<file path="config.mk">
export PLATFORM = sky130hd
export DESIGN_NAME = cache_port_arbiter_flat
export DESIGN_NICKNAME = d
export VERILOG_FILES = /design/src/rtl/cache_port_arbiter_if.sv /design/src/rtl/cache_port_arbiter.sv /design/src/flat_wrapper.sv
export SDC_FILE = /design/constraint.sdc
export NUM_CORES = 1
export LEC_CHECK = 0
export CAP_MARGIN = 20
export CORE_MARGIN = 5
export CORE_UTILIZATION = 50
export CTS_BUF_LIST = sky130_fd_sc_hd__clkbuf_8
export DETAILED_ROUTE_END_ITERATION = 10
export PLACE_DENSITY = 0.87
export SYNTH_ARGS = -nofsm -noshare
export SYNTH_HDL_FRONTEND = slang
export SYNTH_SLANG_ARGS = --single-unit
</file>
<file path="constraint.sdc">
create_clock -name clk -period 3.98 [get_ports clk]
set_input_delay 0.796 -clock clk [delete_from_list [all_inputs] [get_ports clk]]
set_output_delay 0.796 -clock clk [all_outputs]
set_load 0.01 [all_outputs]
</file>
<file path="src/rtl/cache_port_arbiter_if.sv">
// Requester and cache-side signal bundle for cache_port_arbiter.
// The slave modport is the arbiter's view; master is the view of whatever surrounds it.
interface cache_port_arbiter_if #(
    parameter int unsigned d_width = 8,
    parameter int unsigned a_width = 8
);
    logic               req0;
    logic               rw0;
    logic [a_width-1:0] addr0;
    logic [d_width-1:0] wdata0;
    logic [d_width-1:0] rdata0;
    logic               ack0;

    logic               req1;
    logic               rw1;
    logic [a_width-1:0] addr1;
    logic [d_width-1:0] wdata1;
    logic [d_width-1:0] rdata1;
    logic               ack1;

    logic [a_width-1:0] c_addr;
    logic [d_width-1:0] c_wdata;
    logic [d_width-1:0] c_rdata;
    logic               c_rw;
    logic               c_ce;
    logic               c_odv;

    logic               grant;
    logic               busy;
    logic               timeout_err;

    modport slave (
        input  req0, rw0, addr0, wdata0,
        input  req1, rw1, addr1, wdata1,
        input  c_rdata, c_odv,
        output rdata0, ack0, rdata1, ack1,
        output c_addr, c_wdata, c_rw, c_ce,
        output grant, busy, timeout_err
    );

    modport master (
        output req0, rw0, addr0, wdata0,
        output req1, rw1, addr1, wdata1,
        output c_rdata, c_odv,
        input  rdata0, ack0, rdata1, ack1,
        input  c_addr, c_wdata, c_rw, c_ce,
        input  grant, busy, timeout_err
    );
endinterface

</file>
<file path="src/rtl/cache_port_arbiter.sv">
// Shares one cache between instruction fetch (port 0) and load/store (port 1), with a WAIT watchdog.
// Define CACHE_ARB_RR_EN for round-robin arbitration; otherwise port 1 has fixed priority.
module cache_port_arbiter #(
    parameter int unsigned d_width  = 8,
    parameter int unsigned a_width  = 8,
    parameter int unsigned max_wait = 15
) (
    input  logic                 clk,
    input  logic                 clr,
    cache_port_arbiter_if.slave  bus
);
    localparam int unsigned CNT_W = 8;

    typedef enum logic [2:0] {S_IDLE, S_ISSUE, S_WAIT, S_DONE, S_GAP} state_e;

    state_e             state_q, state_d;
    logic               grant_q, grant_d;
    logic               last_q, last_d;
    logic [a_width-1:0] c_addr_q, c_addr_d;
    logic [d_width-1:0] c_wdata_q, c_wdata_d;
    logic [d_width-1:0] rdata0_q, rdata0_d;
    logic [d_width-1:0] rdata1_q, rdata1_d;
    logic               c_rw_q, c_rw_d;
    logic               c_ce_q, c_ce_d;
    logic               ack0_q, ack0_d;
    logic               ack1_q, ack1_d;
    logic               busy_q, busy_d;
    logic               terr_q, terr_d;
    logic [CNT_W-1:0]   cnt_q, cnt_d;
    logic               win;

    // Winner when the arbiter is ready to start a new access
`ifdef CACHE_ARB_RR_EN
    always_comb begin
        if (bus.req0 && bus.req1) win = ~last_q;
        else                      win = bus.req1;
    end
`else
    assign win = bus.req1;
`endif

    always_comb begin
        state_d   = state_q;
        grant_d   = grant_q;
        last_d    = last_q;
        c_addr_d  = c_addr_q;
        c_wdata_d = c_wdata_q;
        c_rw_d    = c_rw_q;
        rdata0_d  = rdata0_q;
        rdata1_d  = rdata1_q;
        terr_d    = terr_q;
        cnt_d     = cnt_q;

        case (state_q)
            S_IDLE: begin
                if (bus.req0 || bus.req1) begin
                    grant_d   = win;
                    c_addr_d  = win ? bus.addr1  : bus.addr0;
                    c_wdata_d = win ? bus.wdata1 : bus.wdata0;
                    c_rw_d    = win ? bus.rw1    : bus.rw0;
                    state_d   = S_ISSUE;
                end
            end
            S_ISSUE: begin
                cnt_d   = '0;
                state_d = S_WAIT;
            end
            S_WAIT: begin
                // Data-valid wins over the watchdog on the final allowed cycle
                if (bus.c_odv) begin
                    if (c_rw_q) begin
                        if (grant_q) rdata1_d = bus.c_rdata;
                        else         rdata0_d = bus.c_rdata;
                    end
                    state_d = S_DONE;
                end else begin
                    cnt_d = cnt_q + CNT_W'(1);
                    if (cnt_d == CNT_W'(max_wait)) begin
                        terr_d  = 1'b1;
                        state_d = S_DONE;
                    end
                end
            end
            S_DONE: begin
                last_d  = grant_q;
                state_d = S_GAP;
            end
            S_GAP: begin
                state_d = S_IDLE;
            end
            default: begin
                state_d = S_IDLE;
            end
        endcase

        // Outputs registered against the state being entered so they align with it
        c_ce_d = (state_d == S_ISSUE) || (state_d == S_WAIT);
        busy_d = (state_d != S_IDLE);
        ack0_d = (state_d == S_DONE) && !grant_q;
        ack1_d = (state_d == S_DONE) &&  grant_q;
    end

    always_ff @(posedge clk or negedge clr) begin
        if (!clr) begin
            state_q   <= S_IDLE;
            grant_q   <= 1'b0;
            last_q    <= 1'b1;
            c_addr_q  <= '0;
            c_wdata_q <= '0;
            c_rw_q    <= 1'b1;
            c_ce_q    <= 1'b0;
            rdata0_q  <= '0;
            rdata1_q  <= '0;
            ack0_q    <= 1'b0;
            ack1_q    <= 1'b0;
            busy_q    <= 1'b0;
            terr_q    <= 1'b0;
            cnt_q     <= '0;
        end else begin
            state_q   <= state_d;
            grant_q   <= grant_d;
            last_q    <= last_d;
            c_addr_q  <= c_addr_d;
            c_wdata_q <= c_wdata_d;
            c_rw_q    <= c_rw_d;
            c_ce_q    <= c_ce_d;
            rdata0_q  <= rdata0_d;
            rdata1_q  <= rdata1_d;
            ack0_q    <= ack0_d;
            ack1_q    <= ack1_d;
            busy_q    <= busy_d;
            terr_q    <= terr_d;
            cnt_q     <= cnt_d;
        end
    end

    assign bus.c_addr      = c_addr_q;
    assign bus.c_wdata     = c_wdata_q;
    assign bus.c_rw        = c_rw_q;
    assign bus.c_ce        = c_ce_q;
    assign bus.rdata0      = rdata0_q;
    assign bus.rdata1      = rdata1_q;
    assign bus.ack0        = ack0_q;
    assign bus.ack1        = ack1_q;
    assign bus.grant       = grant_q;
    assign bus.busy        = busy_q;
    assign bus.timeout_err = terr_q;
endmodule

</file>
<file path="src/flat_wrapper.sv">
// flat-port wrapper written by rule: the top's interface ports become plain ports
module cache_port_arbiter_flat 
#(
    parameter int unsigned d_width  = 8,
    parameter int unsigned a_width  = 8,
    parameter int unsigned max_wait = 15
)
  (clk, clr, bus_req0, bus_rw0, bus_addr0, bus_wdata0, bus_req1, bus_rw1, bus_addr1, bus_wdata1, bus_c_rdata, bus_c_odv, bus_rdata0, bus_ack0, bus_rdata1, bus_ack1, bus_c_addr, bus_c_wdata, bus_c_rw, bus_c_ce, bus_grant, bus_busy, bus_timeout_err);
  cache_port_arbiter_if #(.d_width(d_width), .a_width(a_width)) bus_i ();
  input  logic clk;
  input  logic clr;
  input wire logic [$bits(bus_i.req0)-1:0] bus_req0;
  input wire logic [$bits(bus_i.rw0)-1:0] bus_rw0;
  input wire logic [$bits(bus_i.addr0)-1:0] bus_addr0;
  input wire logic [$bits(bus_i.wdata0)-1:0] bus_wdata0;
  input wire logic [$bits(bus_i.req1)-1:0] bus_req1;
  input wire logic [$bits(bus_i.rw1)-1:0] bus_rw1;
  input wire logic [$bits(bus_i.addr1)-1:0] bus_addr1;
  input wire logic [$bits(bus_i.wdata1)-1:0] bus_wdata1;
  input wire logic [$bits(bus_i.c_rdata)-1:0] bus_c_rdata;
  input wire logic [$bits(bus_i.c_odv)-1:0] bus_c_odv;
  output wire logic [$bits(bus_i.rdata0)-1:0] bus_rdata0;
  output wire logic [$bits(bus_i.ack0)-1:0] bus_ack0;
  output wire logic [$bits(bus_i.rdata1)-1:0] bus_rdata1;
  output wire logic [$bits(bus_i.ack1)-1:0] bus_ack1;
  output wire logic [$bits(bus_i.c_addr)-1:0] bus_c_addr;
  output wire logic [$bits(bus_i.c_wdata)-1:0] bus_c_wdata;
  output wire logic [$bits(bus_i.c_rw)-1:0] bus_c_rw;
  output wire logic [$bits(bus_i.c_ce)-1:0] bus_c_ce;
  output wire logic [$bits(bus_i.grant)-1:0] bus_grant;
  output wire logic [$bits(bus_i.busy)-1:0] bus_busy;
  output wire logic [$bits(bus_i.timeout_err)-1:0] bus_timeout_err;
  assign bus_i.req0 = bus_req0;
  assign bus_i.rw0 = bus_rw0;
  assign bus_i.addr0 = bus_addr0;
  assign bus_i.wdata0 = bus_wdata0;
  assign bus_i.req1 = bus_req1;
  assign bus_i.rw1 = bus_rw1;
  assign bus_i.addr1 = bus_addr1;
  assign bus_i.wdata1 = bus_wdata1;
  assign bus_i.c_rdata = bus_c_rdata;
  assign bus_i.c_odv = bus_c_odv;
  assign bus_rdata0 = bus_i.rdata0;
  assign bus_ack0 = bus_i.ack0;
  assign bus_rdata1 = bus_i.rdata1;
  assign bus_ack1 = bus_i.ack1;
  assign bus_c_addr = bus_i.c_addr;
  assign bus_c_wdata = bus_i.c_wdata;
  assign bus_c_rw = bus_i.c_rw;
  assign bus_c_ce = bus_i.c_ce;
  assign bus_grant = bus_i.grant;
  assign bus_busy = bus_i.busy;
  assign bus_timeout_err = bus_i.timeout_err;
  cache_port_arbiter #(.d_width(d_width), .a_width(a_width), .max_wait(max_wait)) u_core (.clk(clk), .clr(clr), .bus(bus_i));
endmodule
</file>
==> out/results.txt, run 1 <==
number of diodes added for antenna fixing: 0
switching fraction of total power: 35.3%
horizontal die dimension: 78.9 µm
routed wire length per instance: 15.8 µm
gate count of the mapped netlist: 205
worst path required time: 4.21 ns
Finished Layout Cells: 344
Static Leakage: 1.42 nW
Final setup violation count: 0
largest cells by area after synthesis: sky130_fd_sc_hd__dfrtp_1 52%, sky130_fd_sc_hd__mux2_2 8.1%, sky130_fd_sc_hd__mux2i_1 7.2%
number of synthesized register bits: 50
wire length after detailed routing: 5430 µm
sink count of the clock tree: 50
clock latency on the worst-skew pair: 0.30 ns
Detailed Routing Iterations Pass 1: 4
portion of total power attributed to combinational logic: 45.7%
fraction of layout instances using a drive strength above 1: 13.4%
maximum vdd ir drop: 330 µV
count of instances resized after the clock tree is built: 0
element type at the critical path end: register
Worst Slack Setup Final: 1.48 ns
P_int: 0.00142 W
commonest non-fill, non-tap cells in the layout: 84 x sky130_fd_sc_hd__clkdlybuf4s50_1, 49 x sky130_fd_sc_hd__dfrtp_1, 22 x sky130_fd_sc_hd__nor2_1, 21 x sky130_fd_sc_hd__a21oi_1
minimum clock period after layout: 2.50 ns
cts hold-fix bufs: 0
total congestion overflow after global routing: 0
relative max-transition margin: 61.5%
post-synth top area share: 51.7%
antenna violations before repair: 0
number of clock buffers inserted by TritonCTS: 5
slowest stage delay, CP: 0.46 ns
power density cells: 658 nW/µm²
number of slew-limit violations in the final report: 0
clock tree from TritonCTS: yes
path category of the worst min-delay check: in -> async
count of vias placed by the detailed router: 1824
Remaining DRCs: 0
status: complete, no violations
Clock power frac: 13.7%
net switching power figure: 0.000774 W
number of setup buffers added after CTS: 0
standard cell with the maximum stage delay on the critical path: sky130_fd_sc_hd__clkdlybuf4s50_1
number of nets still failing antenna checks after routing: 0
# fillers: 327
vias per cell: 5.30
overall power: 0.00220 W
slew at the pin closest to its max-slew limit: 0.573 ns
Mapped Nets: 254
arrival time of data at the critical path endpoint: 2.73 ns
max-cap violation count: 0
total global routing track utilization: 18.1%
cell row count: 25
share of flip-flops with an asynchronous set or reset: 100%
register clock-pin slew on the reported worst setup and hold paths: 0.10 ns
core area: 4660 µm²
global placement routability congestion: 0.781
Critical Path, Cell by Cell: clkdlybuf4s50_1 > buf_4 > nor2_1 > nor4_4 > buf_4 > nor2_1 > a21oi_1
number of global-route vias before repair: 1876
max frequency: 0.400 GHz
number of top-level pins: 86
number of DRC markers in iteration 0: 108
die outline area: 6220 µm²
effective utilization at floorplan: 50.9%
most frequent standard cell in the layout excluding fill and tap cells: sky130_fd_sc_hd__clkdlybuf4s50_1
buffer depth of the longest clock path: 2
sequential cell fraction of total power: 40.6%
number of flops mapped to enable cells by yosys: 0
wire length of the first global-routing pass: 8850 µm
number of instances in the placed design: 335
setup TNS after final layout: 0 ns
launching element type of the critical path: primary input
library cells used by synthesis: 45
Port Buf Inserts: 85
htree depth: 2
Die Ht: 78.9 µm
largest net degree at the start of global routing: 51
register area share after synthesis: 52.8%
fraction of the core area covered by cells at the end of the flow: 71.6%
post-synthesis area per instance: 11.6 µm²
Area Growth Syn to Fin: 40.7%
YS warnings: 0
number of nets in the layout: 338
pre-CTS setup slack: 1.14 ns
root buffer cell: sky130_fd_sc_hd__clkbuf_8
Final Cycle Share: 62.8%
cell family contributing the most delay on the critical path: buffers and inverters
count of final hold-check violations: 0
post-DP HPWL: 4090 µm
setup repair after global routing missed its margin: false
most instantiated flip-flop cell in the synthesis netlist: sky130_fd_sc_hd__dfrtp_1
CP bufs+invs: 3
biggest area consumer among synthesized cells: sky130_fd_sc_hd__dfrtp_1
critical path peak fanout: 26
area of the mapped netlist: 2370 µm²
Clock Skews: 0.0113 ns
critical path start-end classification: in -> reg
-- power groups by stage --
| stage | logic [W] | registers (W) | clock network (W) |
|---|---|---|---|
| floorplan | 0.000478 | 0.000922 | 0 |
| global placement | 0.000976 | 0.000889 | 0 |
| detailed placement | 0.00101 | 0.000897 | 0 |
| CTS | 0.00101 | 0.000892 | 0.000308 |
| global route | 0.00109 | 0.000925 | 0.000328 |
| finish | 0.00100 | 0.000891 | 0.000301 |
-- state kept, by name, indices dropped and copies added (netlist names) --
signal	cells
u_core.bus.rdata0	8
u_core.bus.rdata1	8
u_core.bus.grant	1
u_core.bus.timeout_err	1
u_core.bus.c_rw	1
u_core.state_q	3
u_core.bus.c_ce	1
u_core.bus.c_wdata	8
u_core.bus.ack0	1
u_core.bus.c_addr	8
u_core.cnt_q	8
u_core.bus.busy	1
u_core.bus.ack1	1
-- path summary, 6_finish.rpt --
path                                     endpoint  slack, ns  cells after the start                   start
min in group clk           u_core.bus.timeout_err       0.48                      2  u_core.bus.timeout_err
max in group asynchronous         u_core.bus.c_rw       3.13                      2                     clr
setup reg to reg             u_core.bus.rdata0[3]       2.05                      4       u_core.state_q[1]
setup / recovery            u_core.bus.c_wdata[2]       1.48                      7                bus_req1
hold / removal                    u_core.bus.busy       0.32                      1                     clr
hold reg to reg            u_core.bus.timeout_err       0.48                      2  u_core.bus.timeout_err
-- stage by stage --
step / instance area (µm²) / hold slack, ns
6_report: 3340 / 0.323
5_1_grt: 3340 / 0.331
4_1_cts: 3320 / 0.485
3_5_place_dp: 3220 / 0.464
3_3_place_gp: 3220 / 0.466
2_1_floorplan: 2370 / 0.500
-- synthesized netlist by cell type, types with 3 or more instances --
cell type / n
sky130_fd_sc_hd__a211o_1: 3
sky130_fd_sc_hd__o21ai_0: 10
sky130_fd_sc_hd__nor2_1: 22
sky130_fd_sc_hd__buf_6: 3
sky130_fd_sc_hd__nand2_1: 7
sky130_fd_sc_hd__inv_1: 4
sky130_fd_sc_hd__dfrtp_1: 49
sky130_fd_sc_hd__a21oi_1: 21
sky130_fd_sc_hd__mux2_2: 17
sky130_fd_sc_hd__xor2_1: 3
sky130_fd_sc_hd__mux2i_1: 17
sky130_fd_sc_hd__buf_2: 4
sky130_fd_sc_hd__nand3_1: 6
-- final cells by class --
type	instances	area (µm²)	area share, %
sequential	50	1250	37.5
tap	54	67.6	2.02
multi-input combinational	140	1030	30.8
timing repair buffer	88	881	26.4
inverter	4	15.0	0.450
clock inverter	3	23.8	0.712
clock buffer	5	68.8	2.06
-- cell families after synthesis --
| logic type | Yosys count | synth area share [%] |
|---|---|---|
| multiplexers | 34 | 15.2 |
| AO/OA/AOI/OAI | 45 | 11.9 |
| XOR/XNOR | 5 | 1.85 |
| flip-flops | 50 | 52.8 |
| adder cells (fa/ha/maj) | 2 | 1.05 |
| AND/OR/NAND/NOR | 54 | 13.3 |
| buffers and inverters | 15 | 3.85 |
-- layer usage --
metal	track usage, %	part of all wire [%]
met4	5.84	2.1
met2	30.8	49
met3	5.10	7.4
met1	22.3	42
met5	0	0
(Power assumes the default switching activity.)
==> inputs of run 2 (changes only) <==
--- a/config.mk
+++ b/config.mk
@@ -7,10 +7,10 @@
 export LEC_CHECK = 0
 export CAP_MARGIN = 20
 export CORE_MARGIN = 5
-export CORE_UTILIZATION = 50
+export CORE_UTILIZATION = 46
 export CTS_BUF_LIST = sky130_fd_sc_hd__clkbuf_8
 export DETAILED_ROUTE_END_ITERATION = 10
-export PLACE_DENSITY = 0.87
+export PLACE_DENSITY = 0.81
 export SYNTH_ARGS = -nofsm -noshare
 export SYNTH_HDL_FRONTEND = slang
 export SYNTH_SLANG_ARGS = --single-unit
==> constraint.sdc (replaced) <==
create_clock -name clk -period 2.5 [get_ports clk]
set_input_delay 0.5 -clock clk [delete_from_list [all_inputs] [get_ports clk]]
set_output_delay 0.5 -clock clk [all_outputs]
set_load 0.01 [all_outputs]
==> out/results.txt, run 2 (synthesized netlist as in run 1, its figures left out) <==
number of nets still failing antenna checks after routing: 0 (unchanged)
largest net degree at the start of global routing: 22 (-57%)
maximum vdd ir drop: 531 µV (+61%)
Port Buf Inserts: 85 (unchanged)
setup repair after global routing missed its margin: false
fraction of layout instances using a drive strength above 1: 14.0% (+0.54 points)
Static Leakage: 1.44 nW (+1.6%)
met2 usage in global routing: 27.6% (-3.2 points)
clock tree from TritonCTS: yes
total global routing track utilization: 17.4% (-0.70 points)
most frequent standard cell in the layout excluding fill and tap cells: sky130_fd_sc_hd__clkdlybuf4s50_1
wire length of the first global-routing pass: 8830 µm (-0.15%)
cell row count: 26 (+4.0%)
number of top-level pins: 86 (unchanged)
effective utilization at floorplan: 47.0% (-3.9 points)
commonest non-fill, non-tap cells in the layout: 84 x sky130_fd_sc_hd__clkdlybuf4s50_1, 49 x sky130_fd_sc_hd__dfrtp_1, 22 x sky130_fd_sc_hd__nor2_1, 21 x sky130_fd_sc_hd__a21oi_1
power density cells: 1040 nW/µm² (+58%)
status: complete, no violations
gr busiest metal: met2
number of diodes added for antenna fixing: 0 (unchanged)
horizontal die dimension: 81.8 µm (+3.7%)
sink count of the clock tree: 50 (unchanged)
critical path peak fanout: 4 (-85%)
element type at the critical path end: output port
Final Cycle Share: 77.8%
slew at the pin closest to its max-slew limit: 0.524 ns (-0.0489 ns)
count of vias placed by the detailed router: 1886 (+3.4%)
CP bufs+invs: 1 (-2)
max-cap violation count: 0 (unchanged)
count of final hold-check violations: 0 (unchanged)
post-DP HPWL: 4220 µm (+3.2%)
cts hold-fix bufs: 0 (unchanged)
core area: 5040 µm² (+8.2%)
number of clock buffers inserted by TritonCTS: 5 (unchanged)
worst path required time: 2.00 ns (-2.21 ns)
root buffer cell: sky130_fd_sc_hd__clkbuf_8
setup TNS after final layout: 0 ns (unchanged)
arrival time of data at the critical path endpoint: 1.44 ns (-1.29 ns)
met3 routing resource usage after global routing: 7.13% (+2.0 points)
clock latency on the worst-skew pair: 0.30 ns (about the same)
buffer depth of the longest clock path: 2 (unchanged)
Area Growth Syn to Fin: 42.0%
standard cell with the maximum stage delay on the critical path: sky130_fd_sc_hd__dfstp_2
number of setup buffers added after CTS: 0 (unchanged)
launching element type of the critical path: register
Global Route met1 Usage: 21.6% (-0.66 points)
critical path start-end classification: reg -> out
total congestion overflow after global routing: 0 (unchanged)
Final setup violation count: 0 (unchanged)
routed wire length per instance: 14.9 µm (-5.4%)
number of global-route vias before repair: 1855 (-1.1%)
Detailed Routing Iterations Pass 1: 4 (unchanged)
Critical Path, Cell by Cell: clkdlybuf4s50_1
slowest stage delay, CP: 0.58 ns (+0.12 ns)
Die Ht: 81.8 µm (+3.7%)
htree depth: 2 (unchanged)
max frequency: 0.514 GHz
number of DRC markers in iteration 0: 92 (-15%)
wire length after detailed routing: 5420 µm (-0.22%)
Clock Skews: 0.00411 ns (-0.00718 ns)
number of slew-limit violations in the final report: 0 (unchanged)
path category of the worst min-delay check: in -> async
count of instances resized after the clock tree is built: 0 (unchanged)
cell family contributing the most delay on the critical path: flip-flops
relative max-transition margin: 65.0% (+3.5 points)
minimum clock period after layout: 1.94 ns
Remaining DRCs: 0 (unchanged)
vias per cell: 5.20 (-2.0%)
die outline area: 6690 µm² (+7.6%)
register clock-pin slew on the reported worst setup and hold paths: 0.09 ns (about the same)
number of nets in the layout: 341 (+0.89%)
fraction of the core area covered by cells at the end of the flow: 66.8% (-4.8 points)
global placement routability congestion: 0.745 (-4.6%)
antenna violations before repair: 0 (unchanged)
-- run 2: cell count changes in the layout (fill, tap and decap cells not counted) --
cell and delta:
sky130_fd_sc_hd__clkinvlp_4 -2, sky130_fd_sc_hd__buf_4 +4, sky130_fd_sc_hd__buf_12 -1, sky130_fd_sc_hd__inv_1 +1, sky130_fd_sc_hd__clkbuf_8 +1
-- run 2: area by class of cell --
type                       instances  area, µm²
timing repair buffer              91        891
fill                             414       1670
tap                               70       87.6
multi-input combinational        140       1030
inverter                           4       15.0
clock buffer                       6       82.6
sequential                        50       1250
clock inverter                     2       12.5
-- run 2: per-stage QoR --
step / setup WS (ns) / power (W) / instance area, µm² / hold slack (ns) / cells
after floorplan: 0.819 / 0.00223 / 2370 / 0.204 / 205
after global placement: 0.515 / 0.00300 / 3270 / 0.434 / 355
after detailed placement: 0.479 / 0.00305 / 3270 / 0.434 / 355
after CTS: 0.526 / 0.00356 / 3370 / 0.0955 / 363
after global routing: 0.410 / 0.00377 / 3370 / 0.111 / 363
final: 0.555 / 0.00351 / 3370 / 0.0949 / 363
-- run 2: metal layers --
layer	up-vias	wire length, µm
met5	-	0
met4	0	65
met3	6	546
met2	65	2580
met1	909	2230
li1	906	-
-- run 2: worst paths after layout --
path,start,end,slack (ns),cells after the start
max,u_core.bus.c_rw,bus_c_rw,0.56,1
min,clr,u_core.bus.c_addr[5],0.09,1
max reg2reg,u_core.state_q[1],u_core.bus.rdata0[1],0.58,4
min reg2reg,u_core.bus.timeout_err,u_core.bus.timeout_err,0.50,2
max in group asynchronous,clr,u_core.bus.c_wdata[7],1.81,2
min in group clk,u_core.bus.timeout_err,u_core.bus.timeout_err,0.50,2
-- run 2: power by group --
part           switching (W)  internal [W]  leakage (nW)  total (W)
combinational       0.000680      0.000926         0.786    0.00161
clock               0.000258      0.000225        0.0530   0.000483
sequential          0.000271       0.00115         0.599    0.00142
total                0.00121       0.00230          1.44    0.00351
==> inputs of run 3 (changes only) <==
==> constraint.sdc (replaced) <==
create_clock -name clk -period 2 [get_ports clk]
set_input_delay 0.4 -clock clk [delete_from_list [all_inputs] [get_ports clk]]
set_output_delay 0.4 -clock clk [all_outputs]
set_load 0.01 [all_outputs]
==> out/results.txt, run 3 (synthesized netlist as in run 1, its figures left out) <==
Final Cycle Share: 92.8%
power density cells: 1310 nW/µm² (+26%)
most frequent standard cell in the layout excluding fill and tap cells: sky130_fd_sc_hd__clkdlybuf4s50_1
global placement routability congestion: 0.779 (+4.5%)
number of DRC markers in iteration 0: 108 (+17%)
buffer depth of the longest clock path: 2 (unchanged)
setup repair after global routing missed its margin: false
Critical Path, Cell by Cell: clkdlybuf4s50_1
path category of the worst min-delay check: in -> async
slew at the pin closest to its max-slew limit: 0.501 ns (-0.0237 ns)
maximum vdd ir drop: 713 µV (+34%)
number of slew-limit violations in the final report: 0 (unchanged)
htree depth: 2 (unchanged)
launching element type of the critical path: register
number of top-level pins: 86 (unchanged)
Area Growth Syn to Fin: 44.6%
count of instances resized after the clock tree is built: 0 (unchanged)
status: complete, no violations
arrival time of data at the critical path endpoint: 1.46 ns (+0.02 ns)
number of nets in the layout: 347 (+1.8%)
sequential cell fraction of total power: 37.9% (-2.5 points)
cell family contributing the most delay on the critical path: flip-flops
portion of total power attributed to combinational logic: 47.9% (+2.1 points)
clock tree from TritonCTS: yes
net switching power figure: 0.00158 W (+31%)
number of setup buffers added after CTS: 0 (unchanged)
cell row count: 26 (unchanged)
wire length of the first global-routing pass: 8720 µm (-1.3%)
routed wire length per instance: 14.7 µm (-1.8%)
antenna violations before repair: 0 (unchanged)
relative max-transition margin: 66.6% (+1.7 points)
setup TNS after final layout: 0 ns (unchanged)
P_int: 0.00291 W (+27%)
cts hold-fix bufs: 0 (unchanged)
number of clock buffers inserted by TritonCTS: 5 (unchanged)
number of nets still failing antenna checks after routing: 0 (unchanged)
Die Ht: 81.8 µm (unchanged)
fraction of layout instances using a drive strength above 1: 16.1% (+2.1 points)
clock latency on the worst-skew pair: 0.31 ns (about the same)
worst path required time: 1.60 ns (-0.40 ns)
total global routing track utilization: 17.2% (-0.24 points)
Finished Layout Cells: 369 (+1.7%)
post-DP HPWL: 4180 µm (-1.1%)
root buffer cell: sky130_fd_sc_hd__clkbuf_8
critical path start-end classification: reg -> out
Clock power frac: 14.2% (+0.4 points)
number of instances in the placed design: 361 (+1.7%)
count of vias placed by the detailed router: 1851 (-1.9%)
core area: 5040 µm² (unchanged)
wire length after detailed routing: 5410 µm (-0.15%)
register clock-pin slew on the reported worst setup and hold paths: 0.11 ns (+0.02 ns)
minimum clock period after layout: 1.86 ns
max-cap violation count: 0 (unchanged)
sink count of the clock tree: 50 (unchanged)
Port Buf Inserts: 85 (unchanged)
critical path peak fanout: 4 (unchanged)
max frequency: 0.539 GHz
Final setup violation count: 0 (unchanged)
CP bufs+invs: 1 (unchanged)
commonest non-fill, non-tap cells in the layout: 84 x sky130_fd_sc_hd__clkdlybuf4s50_1, 49 x sky130_fd_sc_hd__dfrtp_1, 22 x sky130_fd_sc_hd__nor2_1, 21 x sky130_fd_sc_hd__a21oi_1
Remaining DRCs: 0 (unchanged)
slowest stage delay, CP: 0.58 ns (about the same)
Static Leakage: 1.47 nW (+2.1%)
count of final hold-check violations: 0 (unchanged)
die outline area: 6690 µm² (unchanged)
Clock Skews: 0.00982 ns (+0.00571 ns)
standard cell with the maximum stage delay on the critical path: sky130_fd_sc_hd__dfstp_2
number of diodes added for antenna fixing: 0 (unchanged)
vias per cell: 5.02 (-3.5%)
largest net degree at the start of global routing: 31 (+41%)
Detailed Routing Iterations Pass 1: 4 (unchanged)
number of global-route vias before repair: 1851 (-0.22%)
switching fraction of total power: 35.1% (+0.65 points)
# fillers: 402 (-2.9%)
horizontal die dimension: 81.8 µm (unchanged)
effective utilization at floorplan: 47.0% (unchanged)
total congestion overflow after global routing: 0 (unchanged)
element type at the critical path end: output port
Worst Hold Margin: 0.0456 ns (-0.0493 ns)
==> run 3: path summary, 6_finish.rpt <==
kind / slack [ns] / startpoint / cells past startpoint / to
max: 0.14 / u_core.bus.c_rw / 1 / bus_c_rw
min: 0.05 / clr / 1 / u_core.bus.rdata1[2]
max reg2reg: 0.29 / u_core.cnt_q[0] / 4 / u_core.bus.c_ce
min reg2reg: 0.48 / u_core.bus.timeout_err / 2 / u_core.bus.timeout_err
max in group asynchronous: 1.36 / clr / 2 / u_core.bus.c_rw
min in group clk: 0.48 / u_core.bus.timeout_err / 2 / u_core.bus.timeout_err
==> run 3: power by group through the flow <==
| stage | Clock, W | Sequential, W | Combinational [W] |
|---|---|---|---|
| after floorplan | 0 | 0.00183 | 0.000950 |
| after global placement | 0 | 0.00170 | 0.00212 |
| after detailed placement | 0 | 0.00172 | 0.00217 |
| after CTS | 0.000656 | 0.00171 | 0.00219 |
| after global routing | 0.000694 | 0.00177 | 0.00235 |
| final | 0.000639 | 0.00170 | 0.00215 |
==> run 3: layout make-up <==
cell class / count / area, µm² / area share (%)
inverters: 4 / 15.0 / 0.438
clock buffers: 5 / 68.8 / 2.01
well taps: 70 / 87.6 / 2.55
flip-flops and latches: 50 / 1250 / 36.5
multi-input cells: 140 / 1030 / 30.0
clock inverters: 3 / 28.8 / 0.839
repair buffers: 97 / 948 / 27.7
==> run 3: layer usage <==
metal | global-route usage (%) | vias up | wire (µm) | part of all wire [%]
li1 | - | 916 | - | -
met1 | 21.4 | 859 | 2200 | 41
met2 | 27.9 | 72 | 2610 | 48
met3 | 7.46 | 4 | 571 | 11
met4 | 3.16 | 0 | 31 | 0.57
met5 | 0 | - | 0 | 0
==> run 3: through the flow <==
stage / total power, W / setup slack, ns / util (%) / instance area (µm²)
floorplan: 0.00279 / 0.379 / - / 2370
global placement: 0.00383 / 0.0712 / 66.1 / 3330
detailed placement: 0.00389 / 0.0498 / 66.1 / 3330
CTS: 0.00455 / 0.123 / 68.0 / 3430
global route: 0.00482 / 0.0842 / 68.0 / 3430
finish: 0.00449 / 0.144 / 68.0 / 3430
